### config.mk
export PLATFORM = sky130hd
export DESIGN_NAME = code_lock
export DESIGN_NICKNAME = d
export VERILOG_FILES = /design/src/rtl/code_lock_pkg.sv /design/src/rtl/code_lock_entry_buf.sv /design/src/rtl/code_lock.sv
export SDC_FILE = /design/constraint.sdc
export NUM_CORES = 1
export LEC_CHECK = 0
export ABC_AREA = 1
export CAP_MARGIN = 0
export CORE_MARGIN = 4
export CORE_UTILIZATION = 50
export DETAILED_ROUTE_END_ITERATION = 16
export GPL_TIMING_DRIVEN = 0
export PLACE_DENSITY_LB_ADDON = 0.3
export SYNTH_ARGS = -nofsm -noshare
export SYNTH_HDL_FRONTEND = slang
export SYNTH_HIERARCHICAL = 1
export SYNTH_SLANG_ARGS = --single-unit
### constraint.sdc
create_clock -name clock -period 2.2 [get_ports clock]
set_clock_uncertainty 0.1 [all_clocks]
set_input_delay 0.33 -clock clock [delete_from_list [all_inputs] [get_ports clock]]
set_output_delay 0.33 -clock clock [all_outputs]
set_load 0.005 [all_outputs]
### src/rtl/code_lock_pkg.sv
// Shared definitions for the code_lock keypad lock.
// Holds the FSM state encoding, the state width and a counter-width helper
// used by code_lock and code_lock_entry_buf.
package code_lock_pkg;

    localparam int unsigned STATE_W = 3;

    // Encoding is visible on the state output port, so the values are fixed.
    typedef enum logic [STATE_W-1:0] {
        S_IDLE    = 3'd0,
        S_ENTRY   = 3'd1,
        S_CHECK   = 3'd2,
        S_OPEN    = 3'd3,
        S_FAIL    = 3'd4,
        S_LOCKOUT = 3'd5,
        S_SET     = 3'd6
    } state_e;

    // Bits needed to hold values 0..max_val (at least one bit).
    function automatic int unsigned cnt_width(input int unsigned max_val);
        return (max_val < 2) ? 1 : $clog2(max_val + 1);
    endfunction

endpackage

### src/rtl/code_lock_entry_buf.sv
// Digit entry buffer for code_lock.
// Shifts accepted digits in at the least significant end, so the first digit
// entered ends up most significant once CODE_LEN digits are collected.
// Ports:
//   clk, rst_n  clock, asynchronous active-low reset
//   clear       empty the buffer and zero the digit count (wins over shift)
//   shift       append digit to the buffer and bump the count
//   digit       digit value to append
//   data        registered buffer contents
//   shifted_c   buffer contents as they would be after appending digit
//   last_c      high when the next appended digit completes a full code
module code_lock_entry_buf
    import code_lock_pkg::*;
#(
    parameter int unsigned DIGIT_W  = 4,
    parameter int unsigned CODE_LEN = 2
) (
    input  logic                        clk,
    input  logic                        rst_n,
    input  logic                        clear,
    input  logic                        shift,
    input  logic [DIGIT_W-1:0]          digit,
    output logic [CODE_LEN*DIGIT_W-1:0] data,
    output logic [CODE_LEN*DIGIT_W-1:0] shifted_c,
    output logic                        last_c
);

    localparam int unsigned BUF_W = CODE_LEN * DIGIT_W;
    localparam int unsigned CNT_W = cnt_width(CODE_LEN);

    logic [CNT_W-1:0] count;

    // Shift form works for CODE_LEN=1 as well, where the old contents drop out.
    assign shifted_c = (data << DIGIT_W) | BUF_W'(digit);
    assign last_c    = (count == CNT_W'(CODE_LEN - 1));

    // Buffer and digit counter.
    always_ff @(posedge clk or negedge rst_n) begin
        if (!rst_n) begin
            data  <= '0;
            count <= '0;
        end else if (clear) begin
            data  <= '0;
            count <= '0;
        end else if (shift) begin
            data  <= shifted_c;
            count <= count + CNT_W'(1);
        end
    end

endmodule

### src/rtl/code_lock.sv
// Keypad code lock.
// Digits are accepted on rising edges of confirm and collected into a code.
// A matching code opens the lock; in OPEN, set_req starts entry of a new code.
// Optional feature macro: CODE_LOCK_ALARM_EN
//   defined   - limited tries, LOCKOUT state with timer, alarm output
//   undefined - mismatches always go to FAIL, right and alarm read zero
// Ports:
//   clock     system clock, rising edge
//   reset     asynchronous active-low reset
//   confirm   digit-accept strobe, only its rising edge counts
//   set_req   request code change, honoured only in OPEN
//   in        digit value
//   state     FSM state code
//   left      last accepted digit
//   right     tries remaining (zero without the alarm feature)
//   unlocked  high in OPEN
//   alarm     high in LOCKOUT
module code_lock
    import code_lock_pkg::*;
#(
    parameter int unsigned                 DIGIT_W        = 4,
    parameter int unsigned                 CODE_LEN       = 2,
    parameter int unsigned                 MAX_TRIES      = 3,
    parameter int unsigned                 LOCKOUT_CYCLES = 16,
    parameter logic [CODE_LEN*DIGIT_W-1:0] DEFAULT_CODE   = 8'hA5
) (
    input  logic               clock,
    input  logic               reset,
    input  logic               confirm,
    input  logic               set_req,
    input  logic [DIGIT_W-1:0] in,
    output logic [STATE_W-1:0] state,
    output logic [DIGIT_W-1:0] left,
    output logic [DIGIT_W-1:0] right,
    output logic               unlocked,
    output logic               alarm
);

    localparam int unsigned BUF_W = CODE_LEN * DIGIT_W;

    // Reject parameter sets the datapath cannot represent.
    if (CODE_LEN == 0 || LOCKOUT_CYCLES == 0 || MAX_TRIES == 0 ||
        MAX_TRIES >= (1 << DIGIT_W)) begin : g_bad_cfg
        $error("code_lock: illegal parameter combination");
    end

    state_e             state_q;
    state_e             state_d;
    logic               conf_q;
    logic               accept_c;
    logic [BUF_W-1:0]   code_q;
    logic [BUF_W-1:0]   code_d;
    logic [DIGIT_W-1:0] left_d;

    logic               buf_clear_c;
    logic               buf_shift_c;
    logic [BUF_W-1:0]   entry_data;
    logic [BUF_W-1:0]   entry_shifted_c;
    logic               entry_last_c;

`ifdef CODE_LOCK_ALARM_EN
    localparam int unsigned TMR_W = cnt_width(LOCKOUT_CYCLES);

    logic [DIGIT_W-1:0] tries_q;
    logic [DIGIT_W-1:0] tries_d;
    logic [TMR_W-1:0]   timer_q;
    logic [TMR_W-1:0]   timer_d;
    logic               alarm_q;
`endif

    // A held confirm only produces one accept.
    assign accept_c = confirm & ~conf_q;

    code_lock_entry_buf #(
        .DIGIT_W  (DIGIT_W),
        .CODE_LEN (CODE_LEN)
    ) u_entry_buf (
        .clk       (clock),
        .rst_n     (reset),
        .clear     (buf_clear_c),
        .shift     (buf_shift_c),
        .digit     (in),
        .data      (entry_data),
        .shifted_c (entry_shifted_c),
        .last_c    (entry_last_c)
    );

    // Next-state and datapath update.
    always_comb begin
        state_d     = state_q;
        code_d      = code_q;
        left_d      = left;
        buf_clear_c = 1'b0;
        buf_shift_c = 1'b0;
`ifdef CODE_LOCK_ALARM_EN
        tries_d     = tries_q;
        timer_d     = timer_q;
`endif

        case (state_q)
            S_IDLE, S_ENTRY: begin
                if (accept_c) begin
                    buf_shift_c = 1'b1;
                    left_d      = in;
                    state_d     = entry_last_c ? S_CHECK : S_ENTRY;
                end
            end

            // Single-cycle compare; confirm edges here are dropped.
            S_CHECK: begin
                buf_clear_c = 1'b1;
                if (entry_data == code_q) begin
                    state_d = S_OPEN;
`ifdef CODE_LOCK_ALARM_EN
                    tries_d = DIGIT_W'(MAX_TRIES);
`endif
                end else begin
`ifdef CODE_LOCK_ALARM_EN
                    tries_d = tries_q - DIGIT_W'(1);
                    if (tries_d == '0) begin
                        state_d = S_LOCKOUT;
                        timer_d = TMR_W'(LOCKOUT_CYCLES);
                    end else begin
                        state_d = S_FAIL;
                    end
`else
                    state_d = S_FAIL;
`endif
                end
            end

            S_FAIL: begin
                buf_clear_c = 1'b1;
                state_d     = S_IDLE;
            end

            // set_req takes priority over a simultaneous digit.
            S_OPEN: begin
                if (set_req) begin
                    state_d = S_SET;
                end else if (accept_c) begin
                    left_d  = in;
                    state_d = S_IDLE;
                end
            end

            // The final digit goes straight into the stored code.
            S_SET: begin
                if (accept_c) begin
                    left_d = in;
                    if (entry_last_c) begin
                        code_d      = entry_shifted_c;
                        buf_clear_c = 1'b1;
                        state_d     = S_IDLE;
                    end else begin
                        buf_shift_c = 1'b1;
                    end
                end
            end

            S_LOCKOUT: begin
`ifdef CODE_LOCK_ALARM_EN
                if (timer_q <= TMR_W'(1)) begin
                    timer_d = '0;
                    tries_d = DIGIT_W'(MAX_TRIES);
                    state_d = S_IDLE;
                end else begin
                    timer_d = timer_q - TMR_W'(1);
                end
`else
                state_d = S_IDLE;
`endif
            end

            default: begin
                buf_clear_c = 1'b1;
                state_d     = S_IDLE;
            end
        endcase
    end

    // State register and registered outputs.
    always_ff @(posedge clock or negedge reset) begin
        if (!reset) begin
            state_q  <= S_IDLE;
            conf_q   <= 1'b0;
            code_q   <= DEFAULT_CODE;
            left     <= '0;
            unlocked <= 1'b0;
`ifdef CODE_LOCK_ALARM_EN
            tries_q  <= DIGIT_W'(MAX_TRIES);
            timer_q  <= '0;
            alarm_q  <= 1'b0;
`endif
        end else begin
            state_q  <= state_d;
            conf_q   <= confirm;
            code_q   <= code_d;
            left     <= left_d;
            unlocked <= (state_d == S_OPEN);
`ifdef CODE_LOCK_ALARM_EN
            tries_q  <= tries_d;
            timer_q  <= timer_d;
            alarm_q  <= (state_d == S_LOCKOUT);
`endif
        end
    end

    assign state = state_q;

`ifdef CODE_LOCK_ALARM_EN
    assign right = tries_q;
    assign alarm = alarm_q;
`else
    assign right = '0;
    assign alarm = 1'b0;
`endif

endmodule

## Yosys cells after proc, flatten, opt, wreduce, memory -nomap -nowiden

Index checks and enable logic that the tools add are counted.

- Register bits after elaboration: 27
- Input bits: 8
- Output and inout bits: 13
- Word-level logic and storage cells: 50

- Add/sub/neg operators: 1
- Equal/unequal tests: 9
- Muxes and demuxes: 22
- Bitwise logic cells: 3
- Reductions and logical operators: 8

Operator list:

| cell | number |
|---|---|
| $mux 3 | 6 |
| $mux 8 | 2 |
| $pmux 3 s4 | 1 |
| $eq 3x2->1 const B | 3 |
| $eq 8x8->1 | 1 |
| $mux 4 | 2 |
| $or 8x4->8 | 1 |
| $pmux 4 s2 | 1 |
| $eq 3x3->1 const B | 2 |
| $mux 2 | 3 |
| $mux 1 | 5 |
| $pmux 1 s2 | 2 |
| $reduce_bool 2->1 | 2 |
| $reduce_or 4->1 | 1 |
| $eq 3x1->1 const B | 1 |
| $logic_not 3->1 | 1 |
| $reduce_and 3->1 | 1 |
| $reduce_or 3->1 | 1 |
| $add 2x1->2 const B | 1 |
| $eq 2x1->1 const B | 1 |
| $ne 2x2->1 const B | 1 |
| $reduce_and 2->1 | 1 |
| $reduce_or 2->1 | 1 |
| $and 1x1->1 | 1 |
| $not 1->1 | 1 |

## Depth between registers and ports, before layout

Gate-level depths: netlist of run 1.

- Depth in word-level cells: 6
- Depth in mapped cells: 10
- Gate-level depth less buffers: 9

## Modules after synthesis

The synthesis of run 1 kept the hierarchy.

By module, submodules not included:

| module | instances | cells an instance | area each (um2) | seq. area each (um2) |
|---|---|---|---|---|
| code_lock | 1 | 127 | 977.2 | 430.4 |
| code_lock_entry_buf | 1 | 55 | 485.5 | 250.2 |

## Worst setup path after synthesis of run 1

Ideal clock, no wire load.

- Kind: reg-to-reg
- Start point: reg u_entry_buf.count[0]
- End point: reg u_entry_buf.count[0]
- Setup time: 0.065 ns
- Arrival time: 1.474 ns
- Required time: 2.035 ns
- Slack: 0.561 ns
- Stages on the path, launching flop included: 10
- Path buffers: 1
- Clock period less this slack: 1.639 ns
- Path through: dfrtp_1 ha_1 nand3_1 inv_1 nand2_4 buf_6 nand3b_1 nor2_4 nand2_1 nand2_1

- Cells in the longest elaborated chain, start to end: 5
- Elaborated cells between the ends (all ways): 11
- Classes of those cells: 1 x add/sub; 1 x eq/ne; 8 x mux; 1 x reduce/logical

RTL lines:

| element | RTL line | RTL |
|---|---|---|
| start, declared | code_lock_entry_buf.sv:31 | `logic [CNT_W-1:0] count;` |
| start signal, assigned | code_lock_entry_buf.sv:47 | `count <= count + CNT_W'(1);` |
| $eq 2x1->1 * | code_lock_entry_buf.sv:35 | `assign last_c = (count == CNT_W'(CODE_LEN - 1));` |
| net entry_last_c | code_lock.sv:59 | `logic entry_last_c;` |
| $mux 1 * | code_lock.sv:151 | `if (entry_last_c) begin` |
| $mux 1 * | code_lock.sv:149 | `if (accept_c) begin` |
| $pmux 1 s2 * | code_lock.sv:100 | `case (state_q)` |
| net buf_clear_c | code_lock.sv:55 | `logic buf_clear_c;` |
| $mux 2 or $reduce_bool 2->1 (tied branches) | n/a |  |

The timed path passes the listed nets; every way through them passes the cells marked *. The select of a mux whose other input is x is not followed.
A chain may end at the register's enable or synchronous reset.

## Worst setup path after layout of run 1

- Start point: reg u_entry_buf.count[0]
- End point: reg u_entry_buf.count[1]

Same word-level chain as after synthesis.

==> flow_metrics.env, run 1 <==
export IMPL_ios=21
export IMPL_cts_hold_buf=0
export IMPL_final_max_slew_viol_count=0
export IMPL_use_met1_pct=23.06
export IMPL_antenna_found_initial=0
export IMPL_netSwitchingFraction_pct=40.48
export IMPL_cts_buffer_depth=2
export IMPL_p_per_area_nw_per_um2=1107
export IMPL_worstSkewPairLatency_ns=0.32
export IMPL_syn_area_um2=1463
export IMPL_avgSynthCellArea_um2=8.037
export IMPL_p_sw_mw=0.7593
export IMPL_grt_first_pass_wirelength_mm=4.802
export IMPL_area_delta_synth_final_pct=15.83
export IMPL_p_clk_share_pct=11.3
export IMPL_cts_root_buf="clkbuf_4"
export IMPL_layout_commonest_cell="nand2_1"
export IMPL_clkTransAtPathRegs_ns=0.14
export IMPL_core_area_um2=2781
export IMPL_drive_gt1_share_pct=17.07
export IMPL_power_frac_seq_pct=42.4
export IMPL_routed_wl_mm=2.754
export IMPL_initial_core_util_pct=52.59
export IMPL_slew_headroom_pct=21.27
export IMPL_max_freq_mhz=513.8
export IMPL_cts_made_buffers=3
export IMPL_route_detailed_drc=0
export IMPL_ys_ff_latch=27
export IMPL_gp_congestion=0.8178
export IMPL_fin_crit_ns=1.946
export IMPL_layout_common_cells="nand2_1, dfrtp_1, nand3_1"
export IMPL_rows=19
export IMPL_cp_required_ns=2.37
export IMPL_crit_path_start_kind="flop"
export IMPL_diodes=0
export IMPL_via_per_inst=4.627
export IMPL_criticalPathCategory="reg -> reg"
export IMPL_cts_tree="yes"
export IMPL_cts_max_level=1
export IMPL_combPwrFrac_pct=46.2
export IMPL_status="complete, no violations"
export IMPL_dp_final_hpwl_mm=2.013
export IMPL_dieArea_um2=3855
export IMPL_rsz0062_at_grt="false"
export IMPL_synth_seq_area_share_pct=46.54
export IMPL_grt_max_degree=28
export IMPL_die_w_um=62.09
export IMPL_hold_path_class="reg -> reg"
export IMPL_cts_sinks=27
export IMPL_grt_ovfl_total=0
export IMPL_dpl_cell_area_um2=1667
export IMPL_leakagePower_nw=0.9568
export IMPL_p_int_mw=1.117
export IMPL_first_pass_iters=5
export IMPL_grt_pass1_vias=1116
export IMPL_wl_per_cell_um=11.67
export IMPL_ant_nets=0
export IMPL_vdd_drop_max_uv=742.3
export IMPL_vias=1092
export IMPL_dieHeight_um=62.09
export IMPL_fill_cells=242
export IMPL_cts_resized_gates=0
export IMPL_final_hold_viol_count=0
export IMPL_gr_usage_met3_pct=2.066
export IMPL_yosys_warnings=6
export IMPL_yosysUniqueCellTypes=22
export IMPL_place_port_buffers=15
export IMPL_setup_tns_ns=0
export IMPL_grt_busiest_layer="met2"
export IMPL_post_route_period_util_pct=88.47
export IMPL_cap_violations=0
export IMPL_final_cell_area_um2=1694
export IMPL_postCtsSetupBuffers=0
export IMPL_worstSetupEndpointType="flop"
export IMPL_syn_inst=182
export IMPL_arrival_ns=2.11
export IMPL_grt_util_met2_pct=27.81
export IMPL_worst_slew_pin_slew_ns=1.177
export IMPL_path_max_fanout=10
export IMPL_layout_nets=215
export IMPL_drt_iter0_drc=35
export IMPL_setup_viol=0
export IMPL_grt_usage_pct=16.77
-- layout make-up --
class	instances	area, um^2	share of cell area [%]
flip-flops and latches	27	680.7	40.18
multi-input cells	126	609.3	35.97
repair buffers	15	150.1	8.863
plain buffers	15	120.1	7.090
inverters	18	67.56	3.988
well taps	31	38.79	2.290
clock buffers	3	22.52	1.329
clock inverters	1	5.005	0.2954
-- Yosys cell counts (all sizes together) --
cell type  number  area (um^2)
nand2          72        290.3
dfrtp          23        575.6
nand3          20        100.1
inv            18        67.57
buf            15        120.1
nor2           13        77.57
a21oi           6        30.03
dfstp           4        105.1
xnor2           4        35.03
nand3b          2        15.01
o21ai           2        13.76
conb            1        3.750
ha              1        12.51
nor3            1        16.27
-- cells by family (layout without fill, tap and decap cells) --
logic type | Yosys count | in the layout | synth area share [%]
simple gates | 108 | 108 | 34.13
fa+ha+maj | 1 | 1 | 0.8553
compound gates | 8 | 8 | 2.994
buf+inv | 33 | 52 | 12.83
flops | 27 | 27 | 46.54
other cells | 1 | 5 | 0.2564
xor+xnor | 4 | 4 | 2.395
-- critical path: stages (launching register included) --
cell and delay, ns:
dfrtp_1 0.42, ha_1 0.21, nand3_1 0.12, inv_1 0.15, nand2_4 0.11, buf_6 0.14
nand3b_1 0.16, nor2_4 0.29, nand2_1 0.10, nand2_1 0.08
-- final timing paths --
kind                                                  start                               end  slack (ns)  depth (start not counted)
max in group asynchronous                             reset             code_q[1]$_DFFE_PN0P_        0.79                          1
min in group asynchronous                             reset   u_entry_buf/data[4]$_DFFE_PN0P_        0.52                          1
min                                   code_q[5]$_DFFE_PN1P_             code_q[5]$_DFFE_PN1P_        0.39                          2
max reg2reg                u_entry_buf/count[0]$_DFFE_PN0P_  u_entry_buf/count[1]$_DFFE_PN0P_        0.25                          9
max                        u_entry_buf/count[0]$_DFFE_PN0P_  u_entry_buf/count[1]$_DFFE_PN0P_        0.25                          9
min reg2reg                           code_q[5]$_DFFE_PN1P_             code_q[5]$_DFFE_PN1P_        0.39                          2
-- metal layers --
metal | wire, um | share of wire, %
met1 | 1303 | 47
met4 | 19 | 0.69
met5 | 0 | 0
met2 | 1350 | 49
met3 | 81 | 2.9
-- state kept, by name, indices dropped and copies added, names as in the netlist --
signal	count
conf_q	1
left	4
unlocked	1
u_entry_buf/count	2
code_q	8
u_entry_buf/data	8
state	3
-- metrics by stage --
stage	power, mW	hold WS [ns]	setup WS, ns	cells	util, %
3_3_place_gp	1.649	0.3566	0.1254	232	59.92
2_1_floorplan	1.375	-0.06559	0.5607	186	-
4_1_cts	1.895	0.3969	0.2566	236	60.91
3_5_place_dp	1.677	0.3627	0.07857	232	59.92
6_report	1.876	0.3869	0.2537	236	60.91
5_1_grt	2.062	0.3919	0.08187	236	60.91
-- power groups by stage --
stage                     combinational [mW]  clock (mW)  sequential (mW)
after floorplan                        0.587           0            0.788
after global placement                 0.852           0            0.797
after detailed placement               0.870           0            0.806
after CTS                              0.874       0.224            0.797
after global routing                   0.997       0.243            0.822
final                                  0.867       0.213            0.796
(Power assumes the default switching activity.)
==> run 2: changes to the inputs <==
PLACE_DENSITY = 0.71   (was not set)
PLACE_DENSITY_LB_ADDON = not set   (was 0.3)
==> run 2 against run 1 <==
Compared with the run above: utilization stayed put; clock power up 2%; sequential share of layout area stayed put; hold slack got worse by 0.010 ns; wire length fell by 0.33%; flip-flop and latch count unchanged; global-route usage about the same; sequential power hardly changed; highest routed layer unchanged.
==> flow_metrics.env, run 2 (synthesized netlist as in run 1, its figures left out) <==
export IMPL_diodes=0
export IMPL_slew_headroom_pct=22.21
export IMPL_highest_layer="met4"
export IMPL_worstSkewPairLatency_ns=0.33
export IMPL_power_mw=1.883
export IMPL_cts_buffer_depth=2
export IMPL_worstSetupEndpointType="flop"
export IMPL_die_w_um=62.09
export IMPL_worst_slew_pin_slew_ns=1.163
export IMPL_dieHeight_um=62.09
export IMPL_cts_root_buf="clkbuf_4"
export IMPL_cts_tree="yes"
export IMPL_route_met3_wl_um=92
export IMPL_drt_iter0_drc=34
export IMPL_cts_resized_gates=0
export IMPL_postCtsSetupBuffers=0
export IMPL_setup_tns_ns=0
export IMPL_grt_pass1_vias=1099
export IMPL_crit_path_start_kind="flop"
export IMPL_hold_path_class="reg -> reg"
export IMPL_gp_congestion=0.7868
export IMPL_max_freq_mhz=526.5
export IMPL_final_max_slew_viol_count=0
export IMPL_final_hold_viol_count=0
export IMPL_grt_max_degree=28
export IMPL_grt_usage_pct=16.81
export IMPL_post_route_period_util_pct=86.34
export IMPL_initial_core_util_pct=52.59
export IMPL_area_delta_synth_final_pct=15.83
export IMPL_p_per_area_nw_per_um2=1112
export IMPL_cts_max_level=1
export IMPL_leakagePower_nw=0.9568
export IMPL_place_ws_ns=0.1102
export IMPL_vias=1106
export IMPL_dieArea_um2=3855
export IMPL_first_pass_iters=4
export IMPL_cts_made_buffers=3
export IMPL_core_area_um2=2781
export IMPL_layout_commonest_cell="nand2_1"
export IMPL_vdd_drop_max_uv=817.1
export IMPL_arrival_ns=2.08
export IMPL_grt_first_pass_wirelength_mm=4.795
export IMPL_route_detailed_drc=0
export IMPL_place_port_buffers=15
export IMPL_cap_violations=0
export IMPL_status="complete, no violations"
export IMPL_fin_crit_ns=1.899
export IMPL_rows=19
export IMPL_path_max_fanout=10
export IMPL_via_per_inst=4.686
export IMPL_ios=21
export IMPL_wl_per_cell_um=11.63
export IMPL_setup_viol=0
export IMPL_holdWs_ns=0.3768
export IMPL_cp_required_ns=2.38
export IMPL_layout_common_cells="nand2_1, dfrtp_1, nand3_1"
export IMPL_antenna_found_initial=0
export IMPL_route_met2_wl_mm=1.343
export IMPL_grt_ovfl_total=0
export IMPL_drive_gt1_share_pct=17.07
export IMPL_criticalPathCategory="reg -> reg"
export IMPL_reg_top3="code_q (8), u_entry_buf/data (8), left (4)"
export IMPL_routed_wl_mm=2.745
export IMPL_layout_nets=215
export IMPL_cts_sinks=27
export IMPL_cts_hold_buf=0
export IMPL_setup_slack_ns=0.3006
export IMPL_dp_final_hpwl_mm=2.078
export IMPL_clkTransAtPathRegs_ns=0.15
export IMPL_wl_met1_mm=1.269
export IMPL_ant_nets=0
export IMPL_rsz0062_at_grt="false"
## run 2: cell counts in the layout (fill, tap and decap cells not counted)
No cell type changed its count.
## run 2: path summary, 6_finish.rpt
check | slack (ns) | endpoint | cells after the start | start
max | 0.30 | u_entry_buf/data[0]$_DFFE_PN0P_ | 9 | u_entry_buf/count[0]$_DFFE_PN0P_
min | 0.38 | code_q[5]$_DFFE_PN1P_ | 2 | code_q[5]$_DFFE_PN1P_
max reg2reg | 0.30 | u_entry_buf/data[0]$_DFFE_PN0P_ | 9 | u_entry_buf/count[0]$_DFFE_PN0P_
min reg2reg | 0.38 | code_q[5]$_DFFE_PN1P_ | 2 | code_q[5]$_DFFE_PN1P_
max in group asynchronous | 0.81 | u_entry_buf/data[7]$_DFFE_PN0P_ | 1 | reset
min in group asynchronous | 0.50 | conf_q$_DFF_PN0_ | 1 | reset
## run 2: worst max-delay path: stages (launching register included)
cell and delay, ns:
dfrtp_1 0.43, ha_1 0.21, nand3_1 0.12, inv_1 0.14, nand2_4 0.11, buf_6 0.14, nand3b_1 0.16, nor2_4 0.28
nand2_1 0.10, nand2_1 0.06
## run 2: power breakdown
group | internal, mW | switching (mW)
clock network | 0.0682 | 0.150
registers | 0.658 | 0.140
logic | 0.392 | 0.476
## run 2: layout make-up
type,count,area [um^2]
Sequential cell,27,680.7
Inverter,18,67.56
Timing Repair Buffer,15,150.1
Tap cell,31,38.79
Fill cell,253,1087
Buffer,15,120.1
Multi-Input combinational cell,126,609.3
Clock inverter,1,5.005
Clock buffer,3,22.52
## run 2: per-layer routing
metal  up-vias  global-route usage, %
li1        586                      -
met1       501                  21.85
met2        14                  27.51
met3         5                  3.306
met4         0                  6.364
met5         -                      0
## run 2: per-stage QoR
step           cell area (um^2)  std cells  utilization (%)
2_1_floorplan              1478        186                -
3_3_place_gp               1667        232            59.92
3_5_place_dp               1667        232            59.92
4_1_cts                    1694        236            60.91
5_1_grt                    1694        236            60.91
6_report                   1694        236            60.91
